<file path="src/rtl/dcache_axi_bridge.sv">
`default_nettype none
// ============================================================================
// Module   : dcache_axi_bridge
// Purpose  : Converts dcache line refills and dirty-line writebacks into
//            AXI4 INCR bursts of 32-bit beats, with a same-line read guard.
// Revision : 1.0  initial release
// ============================================================================
module dcache_axi_bridge #(
    parameter int LINE_WORDS = 8,
    parameter int OFFSET_W   = 5
) (
    input  logic                     clk,
    input  logic                     reset,
    // dcache read side
    input  logic                     rd_req,
    input  logic [2:0]               rd_type,
    input  logic [31:0]              rd_addr,
    output logic                     rd_rdy,
    output logic                     ret_valid,
    output logic [32*LINE_WORDS-1:0] ret_data,
    // dcache write side
    input  logic                     wr_req,
    input  logic [31:0]              wr_addr,
    input  logic [3:0]               wr_wstrb,
    input  logic [32*LINE_WORDS-1:0] wr_data,
    output logic                     wr_rdy,
    // AXI read
    output logic [31:0]              araddr,
    output logic [7:0]               arlen,
    output logic [2:0]               arsize,
    output logic                     arvalid,
    input  logic                     arready,
    input  logic [31:0]              rdata,
    input  logic                     rlast,
    input  logic                     rvalid,
    output logic                     rready,
    // AXI write
    output logic [31:0]              awaddr,
    output logic [7:0]               awlen,
    output logic [2:0]               awsize,
    output logic                     awvalid,
    input  logic                     awready,
    output logic [31:0]              wdata,
    output logic [3:0]               wstrb,
    output logic                     wlast,
    output logic                     wvalid,
    input  logic                     wready,
    input  logic                     bvalid,
    output logic                     bready
);

    localparam int CNT_W = $clog2(LINE_WORDS);
    localparam int LINE_W = 32 * LINE_WORDS;
    localparam logic [31:0]      c_LINE_MASK = ~((32'd1 << OFFSET_W) - 32'd1);
    localparam logic [7:0]       c_LINE_LEN  = 8'(LINE_WORDS - 1);
    localparam logic [CNT_W-1:0] c_LAST_BEAT = CNT_W'(LINE_WORDS - 1);

    localparam logic [1:0] c_R_IDLE = 2'd0;
    localparam logic [1:0] c_R_AR   = 2'd1;
    localparam logic [1:0] c_R_DATA = 2'd2;
    localparam logic [1:0] c_R_RET  = 2'd3;

    localparam logic [1:0] c_W_IDLE = 2'd0;
    localparam logic [1:0] c_W_AW   = 2'd1;
    localparam logic [1:0] c_W_DATA = 2'd2;
    localparam logic [1:0] c_W_B    = 2'd3;

    logic [1:0]       r_rd_state, w_rd_state_nxt;
    logic [1:0]       r_wr_state, w_wr_state_nxt;
    logic [31:0]      r_araddr;
    logic [7:0]       r_arlen;
    logic [2:0]       r_arsize;
    logic [CNT_W-1:0] r_rcnt;
    logic [LINE_W-1:0] r_ret_data;
    logic [31:0]      r_awaddr;
    logic [7:0]       r_awlen;
    logic [2:0]       r_awsize;
    logic [LINE_W-1:0] r_wbuf;
    logic [3:0]       r_wstrb;
    logic [CNT_W-1:0] r_wcnt;

    logic w_hazard;
    logic w_rd_accept;
    logic w_r_beat;
    logic w_wr_accept;
    logic w_w_hs;

    // The incoming wr_addr is checked too, so a same-cycle same-line pair
    // lets the writeback go first.
    always_comb begin
        if (r_wr_state != c_W_IDLE)
            w_hazard = (rd_addr[31:OFFSET_W] == r_awaddr[31:OFFSET_W]);
        else
            w_hazard = wr_req && (rd_addr[31:OFFSET_W] == wr_addr[31:OFFSET_W]);
    end

    assign w_rd_accept = (r_rd_state == c_R_IDLE) && rd_req && !w_hazard;
    assign w_r_beat    = (r_rd_state == c_R_DATA) && rvalid;
    assign w_wr_accept = (r_wr_state == c_W_IDLE) && wr_req;
    assign w_w_hs      = (r_wr_state == c_W_DATA) && wready;

    always_ff @(posedge clk or posedge reset) begin
        if (reset) begin
            r_rd_state <= c_R_IDLE;
            r_wr_state <= c_W_IDLE;
        end else begin
            r_rd_state <= w_rd_state_nxt;
            r_wr_state <= w_wr_state_nxt;
        end
    end

    always_comb begin
        w_rd_state_nxt = r_rd_state;
        rd_rdy    = 1'b0;
        arvalid   = 1'b0;
        rready    = 1'b0;
        ret_valid = 1'b0;
        case (r_rd_state)
            c_R_IDLE: begin
                rd_rdy = 1'b1;
                if (rd_req && !w_hazard) w_rd_state_nxt = c_R_AR;
            end
            c_R_AR: begin
                arvalid = 1'b1;
                if (arready) w_rd_state_nxt = c_R_DATA;
            end
            c_R_DATA: begin
                rready = 1'b1;
                if (rvalid && (rlast || (8'(r_rcnt) == r_arlen)))
                    w_rd_state_nxt = c_R_RET;
            end
            c_R_RET: begin
                ret_valid      = 1'b1;
                w_rd_state_nxt = c_R_IDLE;
            end
            default: w_rd_state_nxt = c_R_IDLE;
        endcase
    end

    always_comb begin
        w_wr_state_nxt = r_wr_state;
        wr_rdy  = 1'b0;
        awvalid = 1'b0;
        wvalid  = 1'b0;
        bready  = 1'b0;
        case (r_wr_state)
            c_W_IDLE: begin
                wr_rdy = 1'b1;
                if (wr_req) w_wr_state_nxt = c_W_AW;
            end
            c_W_AW: begin
                awvalid = 1'b1;
                if (awready) w_wr_state_nxt = c_W_DATA;
            end
            c_W_DATA: begin
                wvalid = 1'b1;
                if (wready && (r_wcnt == c_LAST_BEAT)) w_wr_state_nxt = c_W_B;
            end
            c_W_B: begin
                bready = 1'b1;
                if (bvalid) w_wr_state_nxt = c_W_IDLE;
            end
            default: w_wr_state_nxt = c_W_IDLE;
        endcase
    end

    // Refill buffer is cleared on acceptance so single reads return zeros above word 0.
    always_ff @(posedge clk or posedge reset) begin
        if (reset) begin
            r_araddr   <= '0;
            r_arlen    <= '0;
            r_arsize   <= '0;
            r_rcnt     <= '0;
            r_ret_data <= '0;
        end else begin
            if (w_rd_accept) begin
                r_ret_data <= '0;
                r_rcnt     <= '0;
                if (rd_type == 3'b100) begin
                    r_araddr <= rd_addr & c_LINE_MASK;
                    r_arlen  <= c_LINE_LEN;
                    r_arsize <= 3'd2;
                end else begin
                    r_araddr <= rd_addr;
                    r_arlen  <= 8'd0;
                    r_arsize <= {1'b0, rd_type[1:0]};
                end
            end
            if (w_r_beat) begin
                r_ret_data[{r_rcnt, 5'd0} +: 32] <= rdata;
                r_rcnt <= r_rcnt + CNT_W'(1);
            end
            if (r_rd_state == c_R_RET) r_rcnt <= '0;
        end
    end

    always_ff @(posedge clk or posedge reset) begin
        if (reset) begin
            r_awaddr <= '0;
            r_awlen  <= '0;
            r_awsize <= '0;
            r_wbuf   <= '0;
            r_wstrb  <= '0;
            r_wcnt   <= '0;
        end else begin
            if (w_wr_accept) begin
                r_awaddr <= wr_addr & c_LINE_MASK;
                r_awlen  <= c_LINE_LEN;
                r_awsize <= 3'd2;
                r_wbuf   <= wr_data;
                r_wstrb  <= wr_wstrb;
                r_wcnt   <= '0;
            end
            if (w_w_hs) r_wcnt <= r_wcnt + CNT_W'(1);
        end
    end

    assign araddr   = r_araddr;
    assign arlen    = r_arlen;
    assign arsize   = r_arsize;
    assign ret_data = r_ret_data;
    assign awaddr   = r_awaddr;
    assign awlen    = r_awlen;
    assign awsize   = r_awsize;
    assign wdata    = r_wbuf[{r_wcnt, 5'd0} +: 32];
    assign wstrb    = r_wstrb;
    assign wlast    = (r_wr_state == c_W_DATA) && (r_wcnt == c_LAST_BEAT);

endmodule
`default_nettype wire
</file>
<file path="config.mk">
export PLATFORM = sky130hd
export DESIGN_NAME = dcache_axi_bridge
export DESIGN_NICKNAME = d
export VERILOG_FILES = /design/src/rtl/dcache_axi_bridge.sv
export SDC_FILE = /design/constraint.sdc
export NUM_CORES = 2
export LEC_CHECK = 0
export CORE_AREA = 5 5 288 290
export CTS_BUF_LIST = sky130_fd_sc_hd__clkbuf_4 sky130_fd_sc_hd__clkbuf_8 sky130_fd_sc_hd__clkbuf_16
export DETAILED_ROUTE_END_ITERATION = 7
export DIE_AREA = 0 0 293 295
export PLACE_DENSITY_LB_ADDON = 0.3
export SETUP_SLACK_MARGIN = 0.5
export SYNTH_ARGS = -nofsm -noshare
export SYNTH_HDL_FRONTEND = slang
export SYNTH_SLANG_ARGS = --single-unit
</file>
<file path="constraint.sdc">
create_clock -name clk -period 44 [get_ports clk]
set_input_delay 8.8 -clock clk [delete_from_list [all_inputs] [get_ports clk]]
set_output_delay 8.8 -clock clk [all_outputs]
set_load 0.05 [all_outputs]
</file>
== Yosys cells after proc, flatten, opt, wreduce, memory -nomap -nowiden ==
Index checks and enable logic that the tools add are counted.
Cells by class
  $add $sub $neg: 3
  eq/ne operators: 18
  shifts and indexed selects: 3
  multiplexer cells: 29
  reduce and logical (&&, ||, !) cells: 19
Operators by type and width (count)
  2-to-1 mux 256 bit: 2
  bitwise mux 256 bit: 1
  variable shift 32 x 10 -> 256 bit, first input constant: 1
  variable part select 256 x 9 -> 32 bit: 1
  variable part select 32 x 10 -> 256 bit: 1
  equality test 27 bit: 2
  2-to-1 mux 3 bit: 6
  2-to-1 mux 2 bit: 8
  one-hot mux 2 bit (4 select lines): 2
  logical AND 1 bit: 10
  negation 8 -> 10 bit: 1
  2-to-1 mux 1 bit: 9
  equality test 2 bit, second input constant: 4
  equality test 3 x 8 -> 1 bit: 1
  != test 2 bit, second input constant: 4
  adder 3 x 1 -> 3 bit, second input constant: 2
  equality test 3 bit, second input constant: 2
  != test 2 x 1 -> 1 bit, second input constant: 3
  2-to-1 mux 5 bit: 1
  equality test 2 x 1 -> 1 bit, second input constant: 2
  zero test 2 bit: 2
  AND reduction 4 bit: 1
  nonzero test 2 bit: 2
  AND reduction 3 bit: 1
  other kinds (3): 3
Word-level totals
  register bits after elaboration: 598
  input port bits: 369
  word-level logic and storage cells: 85

== Logic depth before layout (Yosys ltp) ==
  depth in word-level cells: 8
  depth in mapped cells: 11
  gate-level depth less buffers: 8

== Worst setup path after synthesis ==
Ideal clock, no wire load.
  path kind: register -> output
  start point: register r_wcnt[0]
  end point: output port wdata[10]
  arrival time: 2107 ps
  required time: 35200 ps
  path slack: 33093 ps
  stages on the path, launching flop included: 5
  path buffers: 2
  cells stage by stage: dfrtp_1 -> buf_2 -> buf_1 -> mux4_2 -> mux2_2
Between the ends
  longest elaborated chain between the ends: 1
Ends and longest elaborated chain
  from (decl): RTL line 80  | logic [CNT_W-1:0] r_wcnt;
  from (signal assigned): RTL line 214  | if (w_w_hs) r_wcnt <= r_wcnt + CNT_W'(1);
  variable part select 256 x 9 -> 32 bit: RTL line 225  | assign wdata = r_wbuf[{r_wcnt, 5'd0} +: 32];
  to (decl): RTL line 43  | output logic [31:0] wdata,
No other way between the ends.

== Worst setup path in the final report ==
  start point: register r_wcnt[0]
  end point: output port wdata[9]
Same word-level chain as after synthesis.

==> flow_summary_export.csv <==
group,metric,value,unit
grt,first_global_vias,19969,
sta,fmaxAchievable,77.2,MHz
worst_setup_path,worst_ep_arrival_time,4.16,ns
sta,max_slew.worst_pin.slew,1.10,ns
worst_setup_path,timing.critical_path.cells,"buf_4 -> mux4_2 -> mux2_2 -> clkdlybuf4s50_1",
clock_network,post_cts_setup_repair_buffer_count,0,
worst_setup_path,timing.critical_path.from_type,"flop",
clock_network,max-clock-path-buffers,3,
clock_network,htreeDepth,3,
floorplan,fp.dieW,293,microns
sta,layout_worst_path_cycle_share,0.294,
clock_network,clock_latency,0.63,ns
final_layout,layout_area_growth_over_synthesis,41.7,%
worst_setup_path,worstReg2RegStart,"r_wr_state[0]$_DFFE_PP0P_",
logic_synthesis,synth_enable_flop_cells,0,
place,detailedPlace.worstSlack,30.81,ns
route,detail_route.wirelength,96400,microns
grt,grt_use_met3,0.0836,
grt,grt_overflow_total,0,
hold_path,worst_hold_startpoint,"araddr[8]$_DFFE_PP0P_",
floorplan,floorplan.initialDensity,0.315,
clock_network,tritoncts_num_sinks,589,
pwr,power.net_switching,921,uW
run_status,outcome,"finished clean",
logic_synthesis,synth_largest_area_cell,"dfrtp_1",
place,place.gp.congestion,0.912,
grt,globalRoute.busiestLayer,"met2",
route,drt.antenna.violating_nets,0,
logic_synthesis,post_synth.cell_area_avg,14.1,sq um
floorplan,core-area,80000,sq um
logic_synthesis,synthesis.area,25200,sq um
final_layout,most-common-layout-cells,"clkdlybuf4s50_1 (732), dfrtp_1 (586), mux2_2 (343), a32o_1 (190), nand2_1 (157)",
clock_network,total_clock_buffers_created_by_cts,69,
hold_path,min_to,"araddr[8]$_DFFE_PP0P_",
place,placed_area,33300,sq um
worst_setup_path,timing.reg2reg.setup_slack,39.37,ns
sta,unrepaired_setup_endpoints_after_global_routing,"false",
final_layout,post_route_cells_drive_above_1_share,0.233,
logic_synthesis,post_synth_and_or_nand_nor_area_fraction,0.0397,
logic_synthesis,synth-xor-area-share,0.0191,
logic_synthesis,synth_adder_area_share,0.00794,
sta,finalHoldViolations,0,
logic_synthesis,synth_compound_gate_area_share,0.0977,
worst_setup_path,crit_type,"flop to primary output",
final_layout,finalNetCount,2835,
route,drt_pass1_iterations,7,
logic_synthesis,synth_top_flop_cell,"dfrtp_1",
route,average_via_count_per_standard_cell,5.22,
hold_path,timing.hold.worst_path_depth,1,
grt,met2_usage,0.371,
pwr,power.combinational.fraction,0.412,
sta,fin_skew,0.0499,ns
worst_setup_path,crit_required,35.20,ns
sta,max-slew-margin-rel,0.269,
floorplan,design.die.area,86400,sq um
final_layout,fin_cells,3567,
logic_synthesis,netlist.area_leader.share,0.584,
pwr,power.static_leakage,0.0145,uW
logic_synthesis,synthTopCellsByArea,"dfrtp_1 (58%), mux2_2 (15%), a32o_1 (7.5%)",
route,drc,0,
place,portBuffers,732,
place,detailed_place_hpwl,69700,microns
route,num_vias,18602,
sta,report.final.slew_viol_count,0,
logic_synthesis,synth.area.mux_share,0.212,
clock_network,ctsHoldBuffers,0,
clock_network,post_cts_resize_count,0,
final_layout,final_core_util,0.447,
floorplan,floorplan.die.height,295,microns
sta,shortest_clock_period_the_worst_path_allows_after_layout,12.96,ns
pwr,power_density,67.3,nW/um^2
logic_synthesis,synth.distinct_cells,47,
worst_setup_path,worstSetupEndpointType,"primary output",
grt,grt_pass1_wl,139000,microns
worst_setup_path,ff2ff_path_depth,11,
final_layout,final_area,35800,sq um
worst_setup_path,cp_max_fo,36,
pwr,power.clock.fraction,0.247,
pwr,power.switching_fraction,0.383,
grt,antenna_found_initial,21,
logic_synthesis,postSynthCellCount,1786,
logic_synthesis,yosys_warnings,0,
floorplan,ioPinCount,756,
logic_synthesis,yosys_register_bits,589,
pwr,relative_contribution_of_sequential_cells_to_total_power,0.342,
clock_network,tritoncts,"yes",
logic_synthesis,ys_seq_area_frac,0.584,
worst_setup_path,critical_path.reg2reg.endpoint,"ret_data[224]$_DFF_PP0_",
sta,setup_violations,0,
grt,grt_max_degree,171,
pwr,intPower,1490,uW
sta,timing.final.ws_setup,31.04,ns
hold_path,worst_hold_path_type,"flop to flop",
floorplan,rows,104,
sta,tns,0,ns
run,cap_violations,0,
grt,grtUsageTotal,0.215,
clock_network,worst_setup_hold_path_clk_slew,0.06,ns
worst_setup_path,cpPeakStageDelay,0.95,ns
route,drt-wirelength-per-cell,27.0,microns
route,drt_iter0_markers,1135,
logic_synthesis,synth_top_family_by_area,"multiplexers",
grt,grtUsageMet1,0.246,
logic_synthesis,async_reset_ff_frac,1.00,
place,dpl.cell_count,3439,
worst_setup_path,critPathSlowestCell,"dfrtp_4",
clock_network,clockRootBuffer,"clkbuf_16",
final_layout,final_common_cell,"clkdlybuf4s50_1",
pwr,peakVddDrop,41.9,uV
## through the flow
step | power [uW] | hold slack (ns)
after floorplan | 1480 | 0.475
after global placement | 1820 | 0.470
after detailed placement | 1840 | 0.478
after CTS | 2440 | 0.490
after global routing | 2520 | 0.512
final | 2410 | 0.489
## critical path: cells and delay by family, from the launching register on
kind / cells / cell delay, ns
buf+inv: 2 / 1.46
flops: 1 / 0.95
mux: 2 / 1.00
## registers in the layout, indices dropped and copies added (netlist names)
signal      count
r_wbuf        256
ret_data      256
araddr         32
awaddr         27
wstrb           4
r_rcnt          3
r_wcnt          3
arsize          2
r_rd_state      2
r_wr_state      2
arlen           1
awsize          1
## cell usage after synthesis (4+ instances only)
library cell  instances
clkbuf_1             99
ha_1                 16
o31ai_1               8
buf_2                10
a32o_1              190
xnor2_1              22
nor2_1                9
nor4_1               17
xor2_1               33
mux2_1                4
mux2_2              343
mux4_2               64
nand3b_1              5
buf_4                28
inv_1                15
nand4_1               8
nor3_1                4
o22ai_1               5
buf_6                14
nand2_1             159
dfrtp_1             589
buf_1                35
o21ai_0              75
## layout make-up
cell class / instances / area [sq um]
Antenna cell: 5 / 12.5
Clock buffer: 94 / 2010
Clock inverter: 29 / 374
Fill cell: 7179 / 44300
Inverter: 15 / 63.8
Multi-Input combinational cell: 1013 / 9630
Sequential cell: 589 / 14700
Tap cell: 1060 / 1330
Timing Repair Buffer: 762 / 7580
## routing by layer
layer | vias to the layer above | share of wire
met1 | 9698 | 0.36
met3 | 163 | 0.10
met2 | 792 | 0.50
met4 | 32 | 0.032
li1 | 7917 | -
met5 | - | 0.0023
## power by group through the flow
| stage | clock (uW) | sequential (uW) | combinational [uW] |
|---|---|---|---|
| finish | 594 | 823 | 990 |
| global route | 634 | 844 | 1040 |
| floorplan | 0 | 930 | 551 |
| CTS | 611 | 825 | 1010 |
| global placement | 0 | 823 | 994 |
| detailed placement | 0 | 834 | 1000 |
## kinds of logic (layout without fill, tap and decap cells)
| kind of cell | count (synthesis) | in the layout |
|---|---|---|
| muxes | 412 | 412 |
| DFF | 589 | 589 |
| adders and majority gates | 16 | 16 |
| xor gates and xnor gates | 55 | 55 |
| and+or+nand+nor | 222 | 222 |
| other | 1 | 23 |
| AOI/OAI and AO/OA | 290 | 290 |
| buffers and inverters | 201 | 900 |
## worst max-delay path by stage
stage | startpoint | endpoint | slack (ns)
global route | r_wcnt[0]$_DFFE_PP0P_ | wdata[9] | 30.76
global placement | rd_addr[5] | ret_data[219]$_DFF_PP0_ | 30.78
finish | r_wcnt[0]$_DFFE_PP0P_ | wdata[9] | 31.04
floorplan | reset | araddr[0]$_DFFE_PP0P_ | 18.72
detailed placement | rd_addr[27] | ret_data[243]$_DFF_PP0_ | 30.81
CTS | r_wcnt[0]$_DFFE_PP0P_ | wdata[9] | 30.85
No activity file was read; power rests on OpenSTA's default activity.
